### src/rtl/piso_pkg.sv
// Shared types and default sizes for the tapped parallel-in / serial-out serializer.
package piso_pkg;

    typedef enum logic {
        IDLE  = 1'b0,
        SHIFT = 1'b1
    } state_t;

    localparam int PISO_WIDTH_DEF = 8;
    localparam int PISO_DEPTH_DEF = 4;

endpackage

### src/rtl/piso_beat_cnt.sv
// Beat counter for one parallel load: clears on load, counts output handshakes,
// and flags the terminal beat (DEPTH-1). It saturates there instead of wrapping.
module piso_beat_cnt
    import piso_pkg::*;
#(
    parameter  int DEPTH = PISO_DEPTH_DEF,
    localparam int CW    = $clog2(DEPTH)
) (
    input  logic          clk,
    input  logic          rst,
    input  logic          clear,
    input  logic          inc,
    output logic [CW-1:0] count,
    output logic          tc
);

    localparam logic [CW-1:0] LAST = CW'(DEPTH - 1);

    always_ff @(posedge clk) begin
        if (rst || clear) begin
            count <= '0;
        end else if (inc && !tc) begin
            count <= count + CW'(1);
        end
    end

    assign tc = (count == LAST);

endmodule

### src/rtl/piso_tap_serializer.sv
// Loads DEPTH words in parallel and emits them word 0 first over a valid/ready port.
// Optional out_last (final word marker) is built only when PISO_LAST_EN is defined.
module piso_tap_serializer
    import piso_pkg::*;
#(
    parameter  int WIDTH = PISO_WIDTH_DEF,
    parameter  int DEPTH = PISO_DEPTH_DEF,
    localparam int CW    = $clog2(DEPTH)
) (
    input  logic                   clk,
    input  logic                   rst,
    input  logic                   load_valid,
    output logic                   load_ready,
    input  logic [WIDTH*DEPTH-1:0] load_data,
    output logic                   out_valid,
    input  logic                   out_ready,
    output logic [WIDTH-1:0]       out_data,
`ifdef PISO_LAST_EN
    output logic                   out_last,
`endif
    output state_t                 fsm_state,
    output logic [CW-1:0]          beat_count
);

    // Handshakes: a transfer happens in a cycle where valid && ready are both 1 at
    // the rising edge. A source holds valid and its payload until that cycle; ready
    // may depend combinationally on the other side (load_ready follows out_ready).

    state_t                 state_q;
    state_t                 state_d;
    logic [WIDTH*DEPTH-1:0] data_q;
    logic                   tc;
    logic                   final_beat;
    logic                   load_acc;
    logic                   out_hs;

    assign final_beat = (state_q == SHIFT) && tc && out_ready;
    assign load_acc   = load_valid && load_ready;
    assign out_hs     = out_valid && out_ready;

    always_ff @(posedge clk) begin
        if (rst) begin
            state_q <= IDLE;
        end else begin
            state_q <= state_d;
        end
    end

    always_comb begin
        state_d = state_q;
        case (state_q)
            IDLE:    if (load_acc) state_d = SHIFT;
            SHIFT:   if (final_beat && !load_acc) state_d = IDLE;
            default: state_d = IDLE;
        endcase
    end

    always_comb begin
        load_ready = 1'b0;
        out_valid  = 1'b0;
        out_data   = '0;
        case (state_q)
            IDLE: begin
                load_ready = 1'b1;
            end
            SHIFT: begin
                load_ready = final_beat;
                out_valid  = 1'b1;
                out_data   = data_q[WIDTH-1:0];
            end
            default: begin
                load_ready = 1'b0;
            end
        endcase
    end

`ifdef PISO_LAST_EN
    assign out_last = out_valid && tc;
`endif

    // A load on the final beat overrides the shift so the next word 0 follows with no bubble.
    always_ff @(posedge clk) begin
        if (rst) begin
            data_q <= '0;
        end else if (load_acc) begin
            data_q <= load_data;
        end else if (out_hs) begin
            data_q <= {{WIDTH{1'b0}}, data_q[WIDTH*DEPTH-1:WIDTH]};
        end
    end

    piso_beat_cnt #(
        .DEPTH(DEPTH)
    ) u_beat_cnt (
        .clk  (clk),
        .rst  (rst),
        .clear(load_acc),
        .inc  (out_hs),
        .count(beat_count),
        .tc   (tc)
    );

    assign fsm_state = state_q;

endmodule

### config.mk
export PLATFORM = sky130hd
export DESIGN_NAME = piso_tap_serializer
export DESIGN_NICKNAME = d
export VERILOG_FILES = /design/src/rtl/piso_pkg.sv /design/src/rtl/piso_beat_cnt.sv /design/src/rtl/piso_tap_serializer.sv
export SDC_FILE = /design/constraint.sdc
export NUM_CORES = 1
export LEC_CHECK = 0
export BUFFER_PORTS_ARGS = -buffer_cell sky130_fd_sc_hd__buf_2
export CAP_MARGIN = 5
export CORE_MARGIN = 10
export CORE_UTILIZATION = 46
export CTS_CLUSTER_SIZE = 40
export DETAILED_ROUTE_END_ITERATION = 8
export PLACE_DENSITY = 0.76
export RECOVER_POWER = 100
export SKIP_LAST_GASP = 1
export SYNTH_ARGS = -nofsm -noshare
export SYNTH_HDL_FRONTEND = slang
export SYNTH_SLANG_ARGS = --single-unit
### constraint.sdc
create_clock -name clk -period 1.5 [get_ports clk]
set_input_delay 0.075 -clock clk [delete_from_list [all_inputs] [get_ports clk]]
set_output_delay 0.075 -clock clk [all_outputs]
set_load 0.05 [all_outputs]
==> summary by stage, run 1 <==
Timing
After layout, the worst setup slack is between 0.06 and 0.07 ns. For this run, the top clock speed supported by timing is about 700 MHz. Of the available clock period, the critical path in the final layout requires between 90% and 100%.

The final-report max-slew violation count is 0. Measured against its own limit, the worst slew margin works out to 60.0%. Setup repair after global routing could not meet its margin everywhere. The minimum period implied by the final worst setup slack is 1.44 ns. The final count of hold timing violations is 0. The maximum clock skew at final layout is 0.00579 ns. The number of setup violations in the final report is 0. The transition time of the tightest slew-check pin is 0.603 ns.

Synthesis
Summed over its instances, the top area cell type makes up 39.7% of the synthesized netlist area. The number of library cell types mapped by synthesis is 23. By area the synthesized netlist is led by sky130_fd_sc_hd__dfxtp_1 (40%), sky130_fd_sc_hd__a211oi_2 (13%), sky130_fd_sc_hd__a221oi_1 (12%). The synthesized netlist cell count is about 180. The Yosys step of the flow raised 0 warnings.

The synthesized area per cell is 9.71 sq um. The cell type with the largest total area after synthesis is sky130_fd_sc_hd__dfxtp_1. The total nets after synthesis is 219.

The cell area that synthesis handed to floorplanning was 1770 sq um. After synthesis the netlist holds a flip-flop and latch count of 35. The share of the Yosys chip area taken by registers is 39.7%.

Placement
The placer's final routability congestion estimate is between 0.7 and 0.8. At the placement stage, the worst setup path has a slack of -0.000957 ns. Once placement completed, the tool counted placed cells totaling between 200 and 300.

In this run the tool buffered the top-level ports with 48 buffer cells. The total half-perimeter wirelength after legalization and detailed placement is 3200 um. In this run the cell area measured after placement is about 2200 sq um.

Drt
The first TritonRoute pass finished after 4 iterations. For this block, the initial DRC count from the detailed router was 53. The via count normalized by instance count is 5.45. The detail route stage leaves a number of antenna-violating nets equal to 0. The final route contains 1547 vias.

The final routed DRC violation total is 0. The final layout contains routed wiring with a total length of ~4500 um. The post-detailed-route wirelength per cell is approximately 16 um.

Layout
The final instance count without filler cells is 284. The share of final-layout standard cells stronger than drive strength 1 is 45.3%. After the last flow step, the layout net total stands at 272.

The layout-stage area growth over the synthesis result is 32.0%. The count of filler cells inserted in the layout is ~320. The finished layout cell area is 2330 sq um. The repair_antennas step left the layout with diodes totalling 0.

Clocking
The clock tree synthesis step divided the H-tree into 2 levels. The deepest clock path buffer count is 2. The tree is rooted in a sky130_fd_sc_hd__clkbuf_8. The total CTS buffers is 5. The post-CTS setup repair buffer count is 0. The clock-pin slew reported for the worst setup and hold paths after clock tree synthesis is 0.07 ns. The clock net sink count is 35. The worst-skew pair later-pin latency is 0.29 ns. The clock tree from TritonCTS is done.

Floorplanning
From left edge to right edge, the die measures 82.0 um. The floorplan has 22 rows. After floorplanning, the core was sized to cover roughly 3700 sq um.

The die covers approximately 6700 sq um. Once the floorplan was initialized, standard cells occupied 47.9% of the core. The die span in y is approximately 80 um. In this run the count of I/O pins placed on the die edge is 49.

Setup path
For the worst setup path, the data required time is 1.67 ns. The largest single stage delay on the critical path is 0.35 ns. The largest delay contributor family on the critical path is compound AO/OA/AOI/OAI gates. The maximum fanout encountered on the critical timing path is 8. The sort of element at the start of the critical path is a flop. The critical path class is reg2reg. The slowest stage of the critical path belongs to the cell sky130_fd_sc_hd__dfxtp_4.

The register-to-register path setup slack is 0.06 ns. The count of buffering cells on the critical path with inverters included is 1. The worst setup path is captured at a flop. The signal on the critical path passes through ha_4 -> a21bo_4 -> buf_4 -> a221oi_1 -> a211oi_1. For the worst setup path, the data arrival time is between 1.5 and 2 ns.

Global routing
The via count of the first global-routing pass is 1592. The first global-routing pass estimated between 7000 and 8000 um of wire. The total grt overflow is 0.

The initial antenna violation count came to 0. The total global-route track usage is 14.1%. The pin count of the biggest net entering global routing is 27.

Power and ir drop
The total leakage power is about 1.1 nW. The largest voltage drop on the vdd net is 0.739 mV. Power spread over the standard cell area amounts to 936 nW/um^2.

Min path
In this run the worst hold path is classified as in2reg.

Job
The max-capacitance violation count is 0.

Outcome
The run finished with clean final reports.
[synth_stat cells, drive strengths merged]
cell type	instances
mux2i	1
xor2	1
nand3b	1
dfxtp	35
a22o	8
a221oi	24
nor3	2
o211a	1
clkbuf	13
and3	25
a211oi	24
ha	1
nand2	1
a21oi	1
buf	8
and2	9
a21bo	1
inv	26
[worst reg2reg max path, delay by kind of cell, from the launching register on]
kind            cells  cell delay, ns
flops               1            0.35
buf+inv             1            0.19
fa+ha+maj           1            0.16
compound gates      3            0.62
[cell families (layout without fill, tap and decap cells)]
family,Yosys count,in the layout,synth area share (%)
flip-flops,35,35,39.7
buffers and inverters,47,101,12.0
AO/OA/AOI/OAI,59,59,32.6
XOR/XNOR,1,1,0.496
multiplexers,1,1,0.567
AND/OR/NAND/NOR,38,38,14.0
adder cells (fa/ha/maj),1,1,0.708
[layout by cell type (no fill, tap or decap)]
master	synthesis	final
sky130_fd_sc_hd__nand3b_1	1	1
sky130_fd_sc_hd__a221oi_2	0	16
sky130_fd_sc_hd__ha_4	0	1
sky130_fd_sc_hd__a221oi_1	24	8
sky130_fd_sc_hd__a211oi_1	6	6
sky130_fd_sc_hd__a21oi_1	1	1
sky130_fd_sc_hd__and3_1	25	25
sky130_fd_sc_hd__clkinv_2	0	1
sky130_fd_sc_hd__inv_1	26	26
sky130_fd_sc_hd__clkbuf_1	13	3
sky130_fd_sc_hd__clkbuf_8	0	5
sky130_fd_sc_hd__dfxtp_1	35	32
sky130_fd_sc_hd__a211oi_2	18	18
sky130_fd_sc_hd__buf_2	2	36
sky130_fd_sc_hd__o211a_1	1	1
sky130_fd_sc_hd__a21bo_4	0	1
sky130_fd_sc_hd__a22o_1	8	8
sky130_fd_sc_hd__and2_1	8	8
sky130_fd_sc_hd__buf_6	4	2
sky130_fd_sc_hd__dlygate4sd3_1	0	7
sky130_fd_sc_hd__mux2i_1	1	1
sky130_fd_sc_hd__clkbuf_2	0	10
sky130_fd_sc_hd__and2_4	1	1
sky130_fd_sc_hd__nor3_2	2	2
sky130_fd_sc_hd__xor2_1	1	1
sky130_fd_sc_hd__dfxtp_4	0	3
sky130_fd_sc_hd__buf_4	1	11
sky130_fd_sc_hd__nand2_1	1	1
[flip-flops by register name, summed over array words and instances (netlist names)]
signal / count
fsm_state: 1
u_beat_cnt.count: 2
data_q: 32
[final timing paths]
check / startpoint / to / cells past startpoint
max: u_beat_cnt.count[1] / data_q[13] / 5
min: load_data[25] / data_q[25] / 2
max reg2reg: u_beat_cnt.count[1] / data_q[13] / 5
min reg2reg: data_q[28] / data_q[28] / 1
[per-layer routing]
| layer | global-route usage (%) | routed length (um) | vias up |
|---|---|---|---|
| li1 | - | - | 783 |
| met1 | 16.0 | 1920 | 718 |
| met2 | 23.6 | 2140 | 39 |
| met3 | 5.46 | 346 | 7 |
| met4 | 5.10 | 61 | 0 |
| met5 | 0 | 0 | - |
[layout make-up]
| class | instances | area [sq um] | area share (%) |
|---|---|---|---|
| clock buffers | 7 | 76.3 | 3.27 |
| inverters | 26 | 97.6 | 4.18 |
| well taps | 48 | 60.1 | 2.58 |
| multi-input cells | 100 | 972 | 41.7 |
| flip-flops and latches | 35 | 712 | 30.5 |
| clock inverters | 1 | 5.00 | 0.215 |
| repair buffers | 67 | 409 | 17.5 |
[power breakdown]
group / internal [mW] / switching (mW) / total, mW
combinational: 0.218 / 0.266 / 0.484
clock: 0.326 / 0.336 / 0.662
sequential: 0.996 / 0.0418 / 1.04
[through the flow]
step	total power, mW	hold slack [ns]	util, %	setup TNS [ns]
after global placement	1.52	0.283	59.1	0
after floorplan	1.42	0.201	-	-0.284
after global routing	2.29	0.00671	63.2	-0.0164
final	2.18	0.00708	63.2	0
after detailed placement	1.53	0.288	59.1	-0.000957
after CTS	2.21	0.000711	63.5	0
[timing repair]
item | 4_1_cts | 5_1_grt
endpoints found under the hold margin | 7 | 0
hold buffers | 7 | 0
gates cloned | 0 | 0
resized for setup | 4 | 3
endpoints found under the setup margin | 2 | 3
Power figures use the tool's default switching activity.
==> run 2: changes to the inputs <==
SETUP_SLACK_MARGIN = 0.1   (was unset)
==> run 2 against run 1 <==
Net effect: fmax up 0.85%; sequential cell count unchanged; global-route usage down 0.58 points; first-iteration DRC count up 9.4%; sequential share of layout area down 0.67 points; worst setup slack better by 0.012 ns; largest cell class unchanged; sequential power about the same; critical path type unchanged; via count up 1.7%; utilization up 1.2 points; cell area up 1.9%.
==> summary by stage, run 2 (synthesis gave the netlist of run 1 again) <==
Drt
The routed design uses just under 400 um of met3 wire. The remaining antenna violation count after routing is 0. The via count of the routed design is around 1.6k. The final routed DRC violation total is 0. The via count normalized by instance count is roughly 5.6. The post-detailed-route wirelength per cell is 16.5 um. The number of detailed-routing iterations run before antenna repair is 4.

The routed length on met1 is between 1500 and 2000 um. Wire segments on met2 add up to 2210 um in the final route. The final layout contains routed wiring with a total length of approximately 4600 um. The detailed router's first-iteration violation count is 58.

The topmost layer with routed signal wires is met4.

Placement
The placer's final routability congestion estimate is around 0.75. The number of cells after detailed placement is 266. The wire-length estimate of the detail-placed layout is ~3000 um.

The number of port buffers is 48. The minimum setup slack after placement is 0.0290 ns.

Layout
The top cell types in the final layout, fill and taps aside, are sky130_fd_sc_hd__buf_2 (35), sky130_fd_sc_hd__dfxtp_1 (32), sky130_fd_sc_hd__inv_1 (26). Leaving out fill and tap cells, the most frequent cell in the layout is sky130_fd_sc_hd__buf_2. The final design utilization is between 60% and 70%. The total number of nets in the final design is 269. For this run, the number of standard cells in the final layout without fillers is 281.

The register with the most flip-flops in the layout has 32 of them. Compared with the post-synthesis result, the final layout area differs by 34.5%. The diode insertion count for antenna repair is 0. The register with the highest flop count is data_q. The share of final-layout standard cells stronger than drive strength 1 is 45.9%.

Outcome
The flow ran to the end, and the final reports show no timing, DRC or antenna violations.

Timing
The maximum clock skew at final layout is 0.00617 ns. The relative max-transition margin is 59.9%. The final count of hold timing violations is 0. For the pin with the worst max-slew slack, the measured transition is 0.604 ns. Setup repair after global routing could not meet its margin everywhere. Static timing analysis puts the maximum clock frequency at 703 MHz. The share of the clock period used by the worst path is 94.9%. The final-report max-slew violation count is 0.

Setup violations remaining at the end of the flow were counted as 0. In the post-route analysis, the smallest setup slack over all paths is 0.0768 ns. The minimum period implied by the final worst setup slack is 1.42 ns.

Setup path
Walking the worst path, the cells encountered are ha_4 -> a21bo_4 -> buf_6 -> a221oi_2 -> a211oi_1. The endpoint identified for the worst register-to-register timing path is data_q[10]. Counting cells, the worst reg-to-reg path comes to 5. Of all nets on the critical path, the largest fanout is 13.

The highest-delay cell along the critical path is sky130_fd_sc_hd__dfxtp_4. The startpoint identified for the worst register-to-register timing path is u_beat_cnt.count[0]. The launching instance or port of the critical path is u_beat_cnt.count[0].

The endpoint arrival time on the critical path is 1.58 ns. In this design, the stage delay of the slowest critical-path cell is 0.36 ns. The required time of the critical path is 1.66 ns. The worst setup path is launched from a flop.

The critical path class is reg2reg. The type of element capturing the critical path is a flop. Setup slack on the worst reg-to-reg path comes out at 0.08 ns.

Following the worst setup path forward leads to its endpoint at data_q[10].

Global routing
For this run the aggregate overflow at the end of global routing stands at 0. The via count of the first global-routing pass is 1549. The total global-route track usage is 13.5%. The pin count of the biggest net entering global routing is 28. The initial antenna violation count is 0. The wire length of the first global-routing pass is 7220 um.

Floorplanning
The die outline width is 82.0 um. The standard-cell row count is 22. The I/O pin total is 49. The effective utilization at floorplan is 47.9%. The die area is 6720 sq um. The floorplan step defined a core boundary enclosing 3690 sq um. The die span in y is 82.0 um.

Clocking
TritonCTS built the clock tree. The total CTS buffers is 5. The H-tree depth is 2. The worst-skew pair later-pin latency is about 0.29 ns.

The clock net sink count is 35. The post-CTS setup repair buffer count is 0. The deepest clock path buffer count is 2. After clock tree synthesis, the clock-pin slew on the worst setup and hold paths is around 0.07 ns.

In this run the clock root is driven by a sky130_fd_sc_hd__clkbuf_8.

Power and ir drop
The part of the power in the clock network is about a third. The sequential cell fraction of total power is 45.4%. Cell internal power was estimated by the tool at 1.65 mW. The largest voltage drop on the vdd net is 0.590 mV. In this run the power spent charging and discharging nets is 655 uW. Per report_power, the combinational group accounts for 22.0% of the total. For this design the static power due to leakage is 1.11 nW.

The power per cell area is 968 nW/um^2. Net switching is 28.5% of the power.

Job
The max-capacitance violation count is 0.

Min path
The class of the tightest hold or removal check is in2reg.
-- run 2: cell count changes in the layout (fill, tap and decap cells not counted), moves of 4 or more --
cell	before	now
sky130_fd_sc_hd__a211oi_1	6	10
sky130_fd_sc_hd__a221oi_2	16	21
sky130_fd_sc_hd__a211oi_2	18	14
sky130_fd_sc_hd__a221oi_1	8	1
sky130_fd_sc_hd__buf_4	11	5
-- run 2: final cells by class --
cell class	instances	area [sq um]
multi-input combinational	101	1020
timing repair buffer	63	388
sequential	35	709
tap	48	60.1
inverter	26	97.6
fill	311	1310
clock buffer	8	100
-- run 2: worst min path at each step --
stage,startpoint,endpoint,slack [ns],cells after the start
2_1_floorplan,load_data[24],data_q[24],0.20,1
3_3_place_gp,load_data[28],data_q[28],0.28,2
3_5_place_dp,load_data[31],data_q[31],0.29,2
4_1_cts,load_data[26],data_q[26],0.0005,2
5_1_grt,load_data[25],data_q[25],0.01,2
6_report,load_data[26],data_q[26],0.007,2
-- run 2: critical path, delay by kind of cell, from the launching register on --
| kind | cells | cell delay (ns) |
|---|---|---|
| AO/OA/AOI/OAI | 3 | 0.60 |
| buffers and inverters | 1 | 0.17 |
| flip-flops | 1 | 0.36 |
| adder cells (fa/ha/maj) | 1 | 0.15 |
-- run 2: routing by layer --
metal,vias up,global-route usage (%)
li1,778,-
met1,735,15.5
met2,51,22.4
met3,9,5.02
met4,0,5.10
met5,-,0
-- run 2: power by group through the flow --
stage	clock [mW]	combinational, mW	sequential [mW]
CTS	0.765	0.517	1.04
global route	0.805	0.546	1.05
detailed placement	0	0.462	1.06
finish	0.750	0.506	1.04
floorplan	0	0.358	1.06
global placement	0	0.456	1.06
-- run 2: timing repair --
item,4_1_cts,5_1_grt
gates resized for setup,17,10
pin swaps,0,7
hold endpoints to repair,6,0
gates cloned,1,0
hold buffers,6,0
endpoints found under the setup margin,23,33
-- run 2: stage by stage --
stage	hold slack [ns]	power, mW	area, sq um	TNS, ns
global route	0.0109	2.40	2380	0
CTS	0.000452	2.32	2410	0
detailed placement	0.287	1.52	2160	0
global placement	0.284	1.51	2160	0
finish	0.00670	2.30	2380	0
floorplan	0.201	1.42	1920	-0.283
